**src/rtl/mem_bus_ctrl.sv**
```systemverilog
// Bus controller between the MEM stage and the data-RAM / memory-mapped IO ports.
// Serialises level access controls into one handshaked transaction at a time, holding the pipeline meanwhile.
module mem_bus_ctrl #(
   parameter int ADDR_W  = 14,
   parameter int IO_WAIT = 2,
   parameter int TIMEOUT = 255
) (
   input  logic              clk,
   input  logic              rst,
   input  logic              mr_ctl,
   input  logic              mw_ctl,
   input  logic              ior_ctl,
   input  logic              iow_ctl,
   input  logic [31:0]       mem_addr_i,
   input  logic [31:0]       mem_wrdata_i,
   output logic [31:0]       mem_rdata_o,
   output logic              stall_req_o,
   output logic              ram_req_o,
   output logic              ram_we_o,
   output logic [ADDR_W-1:0] ram_addr_o,
   output logic [31:0]       ram_wdata_o,
   input  logic [31:0]       ram_rdata_i,
   input  logic              ram_ack_i,
   output logic              io_sel_o,
   output logic              io_we_o,
   output logic [11:0]       io_addr_o,
   output logic [31:0]       io_wdata_o,
   input  logic [31:0]       io_rdata_i,
   output logic              bus_err_o
);

   localparam int CNT_MAX = (TIMEOUT > IO_WAIT) ? TIMEOUT : IO_WAIT;
   localparam int CNT_W   = $clog2(CNT_MAX + 1);
   localparam logic [CNT_W-1:0] RAM_LAST = CNT_W'(TIMEOUT - 1);
   localparam logic [CNT_W-1:0] IO_LAST  = CNT_W'(IO_WAIT - 1);
   localparam logic [31:0] TIMEOUT_DATA  = 32'hDEAD_BEEF;

   typedef enum logic [1:0] {IDLE, RAM, IO, DONE} state_t;

   state_t             state_q, state_d;
   logic [CNT_W-1:0]   cnt_q, cnt_d;
   logic [ADDR_W-1:0]  ram_addr_q;
   logic [11:0]        io_addr_q;
   logic [31:0]        wdata_q;
   logic [31:0]        rdata_q;
   logic               we_q;
   logic               err_q;
   logic               req;
   logic               io_req;
   logic               misalign;
   logic               ram_last;
   logic               io_last;
   logic               unused_addr;

   assign req         = mr_ctl | mw_ctl | ior_ctl | iow_ctl;
   assign io_req      = ior_ctl | iow_ctl;
   assign misalign    = |mem_addr_i[1:0];
   assign ram_last    = (cnt_q == RAM_LAST);
   assign io_last     = (cnt_q == IO_LAST);
   assign unused_addr = ^mem_addr_i;

   always_ff @(posedge clk or negedge rst) begin
      if (!rst) begin
         state_q <= IDLE;
         cnt_q   <= '0;
      end else begin
         state_q <= state_d;
         cnt_q   <= cnt_d;
      end
   end

   // Counter runs only while a port is being accessed and restarts on every entry.
   always_comb begin
      state_d = state_q;
      cnt_d   = '0;
      case (state_q)
         IDLE: begin
            if (req) begin
               if (misalign)    state_d = DONE;
               else if (io_req) state_d = IO;
               else             state_d = RAM;
            end
         end
         RAM: begin
            if (ram_ack_i || ram_last) state_d = DONE;
            else                       cnt_d   = cnt_q + 1'b1;
         end
         IO: begin
            if (io_last) state_d = DONE;
            else         cnt_d   = cnt_q + 1'b1;
         end
         DONE:    state_d = IDLE;
         default: state_d = IDLE;
      endcase
   end

   always_ff @(posedge clk or negedge rst) begin
      if (!rst) begin
         ram_addr_q <= '0;
         io_addr_q  <= '0;
         wdata_q    <= '0;
         rdata_q    <= '0;
         we_q       <= 1'b0;
         err_q      <= 1'b0;
      end else begin
         case (state_q)
            IDLE: begin
               if (req && misalign) begin
                  err_q   <= 1'b1;
                  rdata_q <= '0;
               end else if (req) begin
                  ram_addr_q <= mem_addr_i[ADDR_W+1:2];
                  io_addr_q  <= mem_addr_i[11:0];
                  wdata_q    <= mem_wrdata_i;
                  we_q       <= io_req ? iow_ctl : mw_ctl;
               end
            end
            // An ack on the final allowed cycle takes precedence over the timeout.
            RAM: begin
               if (ram_ack_i) begin
                  if (!we_q) rdata_q <= ram_rdata_i;
               end else if (ram_last) begin
                  err_q   <= 1'b1;
                  rdata_q <= TIMEOUT_DATA;
               end
            end
            IO: begin
               if (io_last && !we_q) rdata_q <= io_rdata_i;
            end
            default: ;
         endcase
      end
   end

   // Port strobes decode the state register so an asynchronous reset drops them at once.
   assign ram_req_o   = (state_q == RAM);
   assign ram_we_o    = ram_req_o & we_q;
   assign ram_addr_o  = ram_addr_q;
   assign ram_wdata_o = wdata_q;
   assign io_sel_o    = (state_q == IO);
   assign io_we_o     = io_sel_o & we_q;
   assign io_addr_o   = io_addr_q;
   assign io_wdata_o  = wdata_q;
   assign mem_rdata_o = rdata_q;
   assign bus_err_o   = err_q;
   assign stall_req_o = req & (state_q != DONE);

endmodule

```
**config.mk**
```make
export PLATFORM = sky130hd
export DESIGN_NAME = mem_bus_ctrl
export DESIGN_NICKNAME = d
export VERILOG_FILES = /design/src/rtl/mem_bus_ctrl.sv
export SDC_FILE = /design/constraint.sdc
export NUM_CORES = 1
export LEC_CHECK = 0
export CAP_MARGIN = 5
export CORE_MARGIN = 4
export CORE_UTILIZATION = 30
export CTS_CLUSTER_DIAMETER = 80
export DETAILED_ROUTE_END_ITERATION = 10
export PLACE_DENSITY_LB_ADDON = 0.15
export SYNTH_ARGS = -nofsm -noshare
export SYNTH_HDL_FRONTEND = slang
export SYNTH_SLANG_ARGS = --single-unit
```
**constraint.sdc**
```tcl
create_clock -name clk -period 2.15 [get_ports clk]
set_clock_uncertainty 0.05 [all_clocks]
set_input_delay 0.215 -clock clk [delete_from_list [all_inputs] [get_ports clk]]
set_output_delay 0.215 -clock clk [all_outputs]
set_load 0.03 [all_outputs]
```
==> flow_metrics.tcl, run 1 <==
set metrics [dict create \
    die_area_um2 17920 \
    synth-compound-area-share 0.09505 \
    wire_per_inst_um 16.59 \
    synth_xor_area_frac 0.01106 \
    clkTransAtPathRegs_ns 0.06 \
    met1_usage 0.1768 \
    drive_above_1_share 0.1883 \
    relSlewSlack 0.5916 \
    gp_congestion 0.7551 \
    portBuffers 246 \
    syn_area_um2 4752 \
    yosysSeqAreaShare 0.4845 \
    numClockSinks 92 \
    slew_violations 0 \
    die_w_um 133.9 \
    startpoint_type "flop" \
    place_inst 809 \
    setup_violations 0 \
    synthDistinctLibCells 39 \
    crit_required_ns 2.33 \
    antenna_left 0 \
    multi_input_area_um2 1993 \
    rsz0062_at_grt "no" \
    hold_viol 0 \
    nets 756 \
    max_stage_delay_ns 0.41 \
    synth_top_family_by_area "multiplexers" \
    clk_path_buf_depth 2 \
    synthMuxAreaShare 0.2130 \
    first_iter_violations 153 \
    synthSimpleGateAreaFrac 0.06925 \
    use_met2 0.2746 \
    ys.flop_type "dfrtp_1" \
    hpwl_um 10340 \
    cts_tree "yes" \
    grt_use_met3 0.04614 \
    timing.fmax_mhz 487.9 \
    drc 0 \
    holdWs_ns 0.3629 \
    finalCritPeriodShare 0.9532 \
    htree_levels 3 \
    hold_path.class "input pin to async pin" \
    routed_wl_um 13720 \
    ys_warn_count 0 \
    clock_latency_ns 0.34 \
    power.leakage_nw 3.228 \
    drt_pass1_iterations 4 \
    grt_usage 0.1519 \
    regArea_um2 2303 \
    dpl_cell_area_um2 7256 \
    path_class "flop to flop" \
    fillers 1390 \
    grt_first_pass_wirelength_um 21560 \
    ys_ff_latch 92 \
    gr-max-usage-layer "met2" \
    slowest_stage "dfrtp_2" \
    initial_core_util 0.3092 \
    synth-adder-area-share 0.02370 \
    die_h_um 133.9 \
    fp-row-count 45 \
    crit_path_cell_trace "inv_1, ha_4, a21o_1, a21oi_1, and4bb_4, clkbuf_16, mux2_4" \
    tns_ns 0 \
    power.density_nw_per_um2 1567 \
    worstPathMaxFanout 16 \
    antenna_found_initial 0 \
    vdd_ir_drop_max_v 0.0006065 \
    diodes 0 \
    ios 263 \
    post-route-min-period_ns 2.049 \
    synthCells 394 \
    status "finished clean" \
    syn_nets 538 \
    vias 3629 \
    maxCapViolCount 0 \
    cts-buffers-inserted 9 \
    grt_overflow 0 \
    design_area_um2 7641 \
    tightest_slew_ns 0.6127 \
    stdcell_count 827 \
    first_global_vias 3947 \
    syn_to_final_growth_pct 60.80 \
    cp.arrival_ns 2.23 \
    worstSetupEndpointType "flop" \
    synthArstFlopShare 1.000 \
    grt_max_degree 51 \
    vias_per_cell 4.388 \
    synth-edff-count 0 \
    syn_avg_cell_area_um2 12.06 \
    core_area_um2 15370 \
    cts_root_buffer "clkbuf_16" \
    fin_util 0.4971 \
]
## metal layers
metal  wire [µm]  up-vias  share of wire
met5           0        -              0
met4         106        0         0.0077
met3         770        6          0.056
met2        7372      107           0.54
met1        5474     1765           0.40
li1            -     1751              -
## layout by cell type (no fill, tap or decap), drive strengths merged, types with 2 or more instances in the layout
cell	count
a22oi	8
a21boi	25
nor2	13
nand2	27
dfrtp	92
dlygate4sd2	2
xor2	4
clkbuf	14
o21ai	27
bufinv	3
nand3	3
a21o	2
and2	5
mux2	79
ha	9
o22ai	2
xnor2	2
clkdlybuf4s50	240
inv	7
a21oi	2
nand4	2
nor2b	8
buf	26
## cells by family (layout without fill, tap and decap cells)
family | after synthesis | in the layout
multiplexers | 80 | 80
XOR/XNOR | 6 | 6
buffers and inverters | 72 | 294
adder cells (fa/ha/maj) | 9 | 9
AO/OA/AOI/OAI | 69 | 69
flip-flops | 92 | 92
AND/OR/NAND/NOR | 66 | 66
## flip-flops by register name, summed over array words and instances (netlist names)
signal,cells
io_wdata_o,32
mem_rdata_o,32
ram_addr_o,14
cnt_q,8
io_addr_o,2
state_q,2
bus_err_o,1
we_q,1
## power by group
part / total (mW) / switching (mW) / leakage [nW] / internal (mW)
Sequential: 2.79 / 0.432 / 1.17 / 2.36
Combinational: 7.38 / 3.91 / 1.90 / 3.47
Clock: 1.80 / 0.636 / 0.162 / 1.16
Total: 12.0 / 4.97 / 3.23 / 7.00
## cell type report
type,instances,share of cell area
inverter,7,0.003439
tap,211,0.03455
multi-input combinational,230,0.2608
timing repair buffer,272,0.3552
clock buffer,11,0.03177
sequential,92,0.3015
clock inverter,4,0.01277
## synthesized netlist by cell type (2+ instances only)
library cell | n | area (µm²)
a21boi_0 | 24 | 180.2
a21o_1 | 2 | 15.01
a21oi_1 | 2 | 10.01
a22oi_1 | 8 | 60.06
and2_1 | 5 | 31.28
buf_12 | 3 | 60.06
buf_2 | 6 | 30.03
buf_4 | 42 | 315.3
clkbuf_1 | 13 | 48.80
dfrtp_1 | 92 | 2302
ha_1 | 9 | 112.6
inv_1 | 7 | 26.28
mux2_1 | 14 | 157.7
mux2_2 | 35 | 394.1
mux2_4 | 30 | 450.4
nand2_1 | 27 | 101.4
nand3_1 | 3 | 15.01
nand4_1 | 2 | 12.51
nor2_1 | 13 | 48.80
nor2b_1 | 8 | 50.05
o21ai_0 | 25 | 125.1
o21ai_1 | 2 | 10.01
o22ai_1 | 2 | 12.51
xnor2_1 | 2 | 17.52
xor2_1 | 4 | 35.03
## worst paths after layout
kind                       depth (start not counted)                          end                   start  slack (ns)
max in group asynchronous                          3       state_q[0]$_DFFE_PN0P_                     rst        0.96
min                                                2  mem_rdata_o[13]$_DFFE_PN0P_                     rst        0.36
min in group clk                                   2    ram_addr_o[5]$_DFFE_PN0P_           mem_addr_i[7]        0.41
max reg2reg                                        7  mem_rdata_o[16]$_DFFE_PN0P_  state_q[0]$_DFFE_PN0P_        0.10
max                                                7  mem_rdata_o[16]$_DFFE_PN0P_  state_q[0]$_DFFE_PN0P_        0.10
min reg2reg                                        1        bus_err_o$_DFFE_PN0P_   bus_err_o$_DFFE_PN0P_        0.43
## critical path, delay by kind of cell (launching register included)
family | cells | cell delay, ns
mux | 1 | 0.31
fa+ha+maj | 1 | 0.19
compound gates | 2 | 0.30
buf+inv | 2 | 0.34
flops | 1 | 0.41
simple gates | 1 | 0.32
## metrics by stage
stage / power (mW) / setup slack (ns)
floorplan: 7.892 / 0.02910
global placement: 10.07 / -0.01482
detailed placement: 10.18 / -0.06813
CTS: 12.02 / -0.002016
global route: 12.61 / 0.03259
finish: 11.97 / 0.1006
## repair_timing
item                                    4_1_cts  5_1_grt
endpoints found under the hold margin        44        0
hold buffers                                  1        0
cloned                                        0        1
endpoints found under the setup margin        4       34
gates resized for setup                       5        7
setup buffers                                 0        1
Power figures use the tool's default switching activity.
==> run 2: changes to the inputs <==
- CORE_UTILIZATION: 30 -> 35
- HOLD_SLACK_MARGIN: default -> 0.08
- clock period: 2.15 -> 1.8 ns (I/O delays scaled with it)
==> flow_metrics.tcl, run 2 (same netlist as run 1, synthesis figures left out) <==
set metrics [dict create \
    status "complete, but fails checks" \
    violations "setup timing" \
    max_stage_delay_ns 0.42 \
    slew_violations 0 \
    worstPathMaxFanout 6 \
    cts-buffers-inserted 9 \
    fin_ws_ns -0.2339 \
    reg2reg_slack_ns -0.23 \
    worstSetupEndpointType "flop" \
    numClockSinks 92 \
    clkTransAtPathRegs_ns 0.06 \
    drc 0 \
    timing.fmax_mhz 491.7 \
    crit_required_ns 1.98 \
    reg2reg_to "mem_rdata_o[27]$_DFFE_PN0P_" \
    core_area_um2 13300 \
    grt_overflow 0 \
    routed_wl_um 14870 \
    holdWs_ns 0.2809 \
    antenna_left 0 \
    initial_core_util 0.3574 \
    cts_tree "yes" \
    place_inst 788 \
    cp.buffers_inverters 3 \
    drt_pass1_iterations 4 \
    nets 793 \
    drive_above_1_share 0.2737 \
    rr_worst_depth 7 \
    hold_path.class "input pin to async pin" \
    final_cell_mix "240 x clkdlybuf4s50_1, 92 x dfrtp_1, 79 x mux2_4, 35 x buf_4, 26 x nand2_1" \
    grt_max_degree 35 \
    antenna_found_initial 0 \
    vias 3905 \
    startpoint_type "flop" \
    syn_to_final_growth_pct 75.65 \
    crit_path_cell_trace "buf_6, and4_4, a41oi_2, and4bb_4, buf_12, clkbuf_16, mux2_4" \
    hpwl_um 10110 \
    tightest_slew_ns 0.4884 \
    cp.arrival_ns 2.21 \
    first_iter_violations 154 \
    final_common_cell "clkdlybuf4s50_1" \
    diodes 0 \
    crit_path_end "mem_rdata_o[27]$_DFFE_PN0P_" \
    relSlewSlack 0.6744 \
    hold_viol 0 \
    fin_util 0.6278 \
    r2r_start "cnt_q[4]$_DFF_PN0_" \
    crit_family "simple AND/OR/NAND/NOR gates" \
    path_class "flop to flop" \
    vias_per_cell 4.705 \
    rsz0062_at_grt "yes" \
    setup_violations 79 \
    fp-row-count 42 \
    clk_path_buf_depth 2 \
    slowest_stage "dfrtp_1" \
    maxCapViolCount 0 \
    grt_usage 0.1823 \
    die_area_um2 15510 \
    power.density_nw_per_um2 1875 \
    clock_latency_ns 0.34 \
    stdcell_count 830 \
    ios 263 \
    finalCritPeriodShare 1.130 \
    cts_root_buffer "clkbuf_16" \
    die_w_um 124.5 \
    htree_levels 3 \
    cp.depth 7 \
    grt_first_pass_wirelength_um 22560 \
    vdd_ir_drop_max_v 0.0007533 \
    post-route-min-period_ns 2.034 \
    wire_per_inst_um 17.91 \
    power.leakage_nw 3.748 \
    die_h_um 124.5 \
    gp_congestion 0.8141 \
    first_global_vias 4101 \
    portBuffers 246 \
    critPathLaunch "cnt_q[4]$_DFF_PN0_" \
]
run 2: cell count changes in the layout (fill, tap and decap cells not counted), moves of 3 or more:
cell | previous run | this run
ha_1 | 7 | 4
and2_1 | 5 | 2
buf_4 | 21 | 35
buf_12 | 4 | 9
mux2_1 | 14 | 0
buf_16 | 0 | 5
mux2_2 | 35 | 0
mux2_4 | 30 | 79
buf_6 | 1 | 13
run 2: worst reg2reg max path, stage by stage, from the launching register on:
cell and delay, ns:
dfrtp_1 0.42, buf_6 0.12, and4_4 0.23, a41oi_2 0.13, and4bb_4 0.39, buf_12 0.13, clkbuf_16 0.15, mux2_4 0.29
run 2: final cells by class:
type	count	area, µm²
fillers	1058	4949
clock buffers	13	260.3
multi-input cells	230	2220
repair buffers	309	3249
flip-flops and latches	92	2302
clock inverters	3	68.82
well taps	176	220.2
inverters	7	26.28
run 2: layer usage:
| layer | track usage | wire length (µm) | vias up |
|---|---|---|---|
| met1 | 0.2186 | 6389 | 1905 |
| met4 | 0.06190 | 258 | 0 |
| met5 | 0 | 0 | - |
| li1 | - | - | 1830 |
| met3 | 0.04331 | 775 | 18 |
| met2 | 0.3200 | 7445 | 152 |
run 2: worst min-delay path by stage:
stage / end / start / slack, ns
floorplan: bus_err_o$_DFFE_PN0P_ / rst / -0.17
global placement: mem_rdata_o[10]$_DFFE_PN0P_ / rst / 0.12
detailed placement: mem_rdata_o[10]$_DFFE_PN0P_ / rst / 0.12
CTS: mem_rdata_o[10]$_DFFE_PN0P_ / rst / 0.29
global route: state_q[1]$_DFFE_PN0P_ / rst / 0.33
finish: mem_rdata_o[10]$_DFFE_PN0P_ / rst / 0.28
run 2: per-stage QoR:
| step | total power [mW] | instance area [µm²] | setup slack [ns] | TNS [ns] |
|---|---|---|---|---|
| floorplan | 9.480 | 4803 | -0.2479 | -7.759 |
| global placement | 12.12 | 7340 | -0.2822 | -19.76 |
| detailed placement | 12.28 | 7340 | -0.3209 | -21.04 |
| CTS | 15.14 | 7999 | -0.2576 | -7.018 |
| global route | 16.39 | 8347 | -0.2775 | -15.50 |
| finish | 15.65 | 8347 | -0.2339 | -10.28 |
run 2: power by group:
group / internal [mW] / switching (mW) / leakage (nW)
Combinational: 5.26 / 4.92 / 2.42
Clock: 1.30 / 0.800 / 0.160
Sequential: 2.82 / 0.557 / 1.17
run 2: timing repair:
item | 4_1_cts | 5_1_grt
hold buffers | 1 | 0
hold endpoints to repair | 32 | 0
pin swaps | 4 | 6
setup buffers | 9 | 10
cloned | 6 | 4
gates resized for setup | 25 | 63
endpoints found under the setup margin | 81 | 91
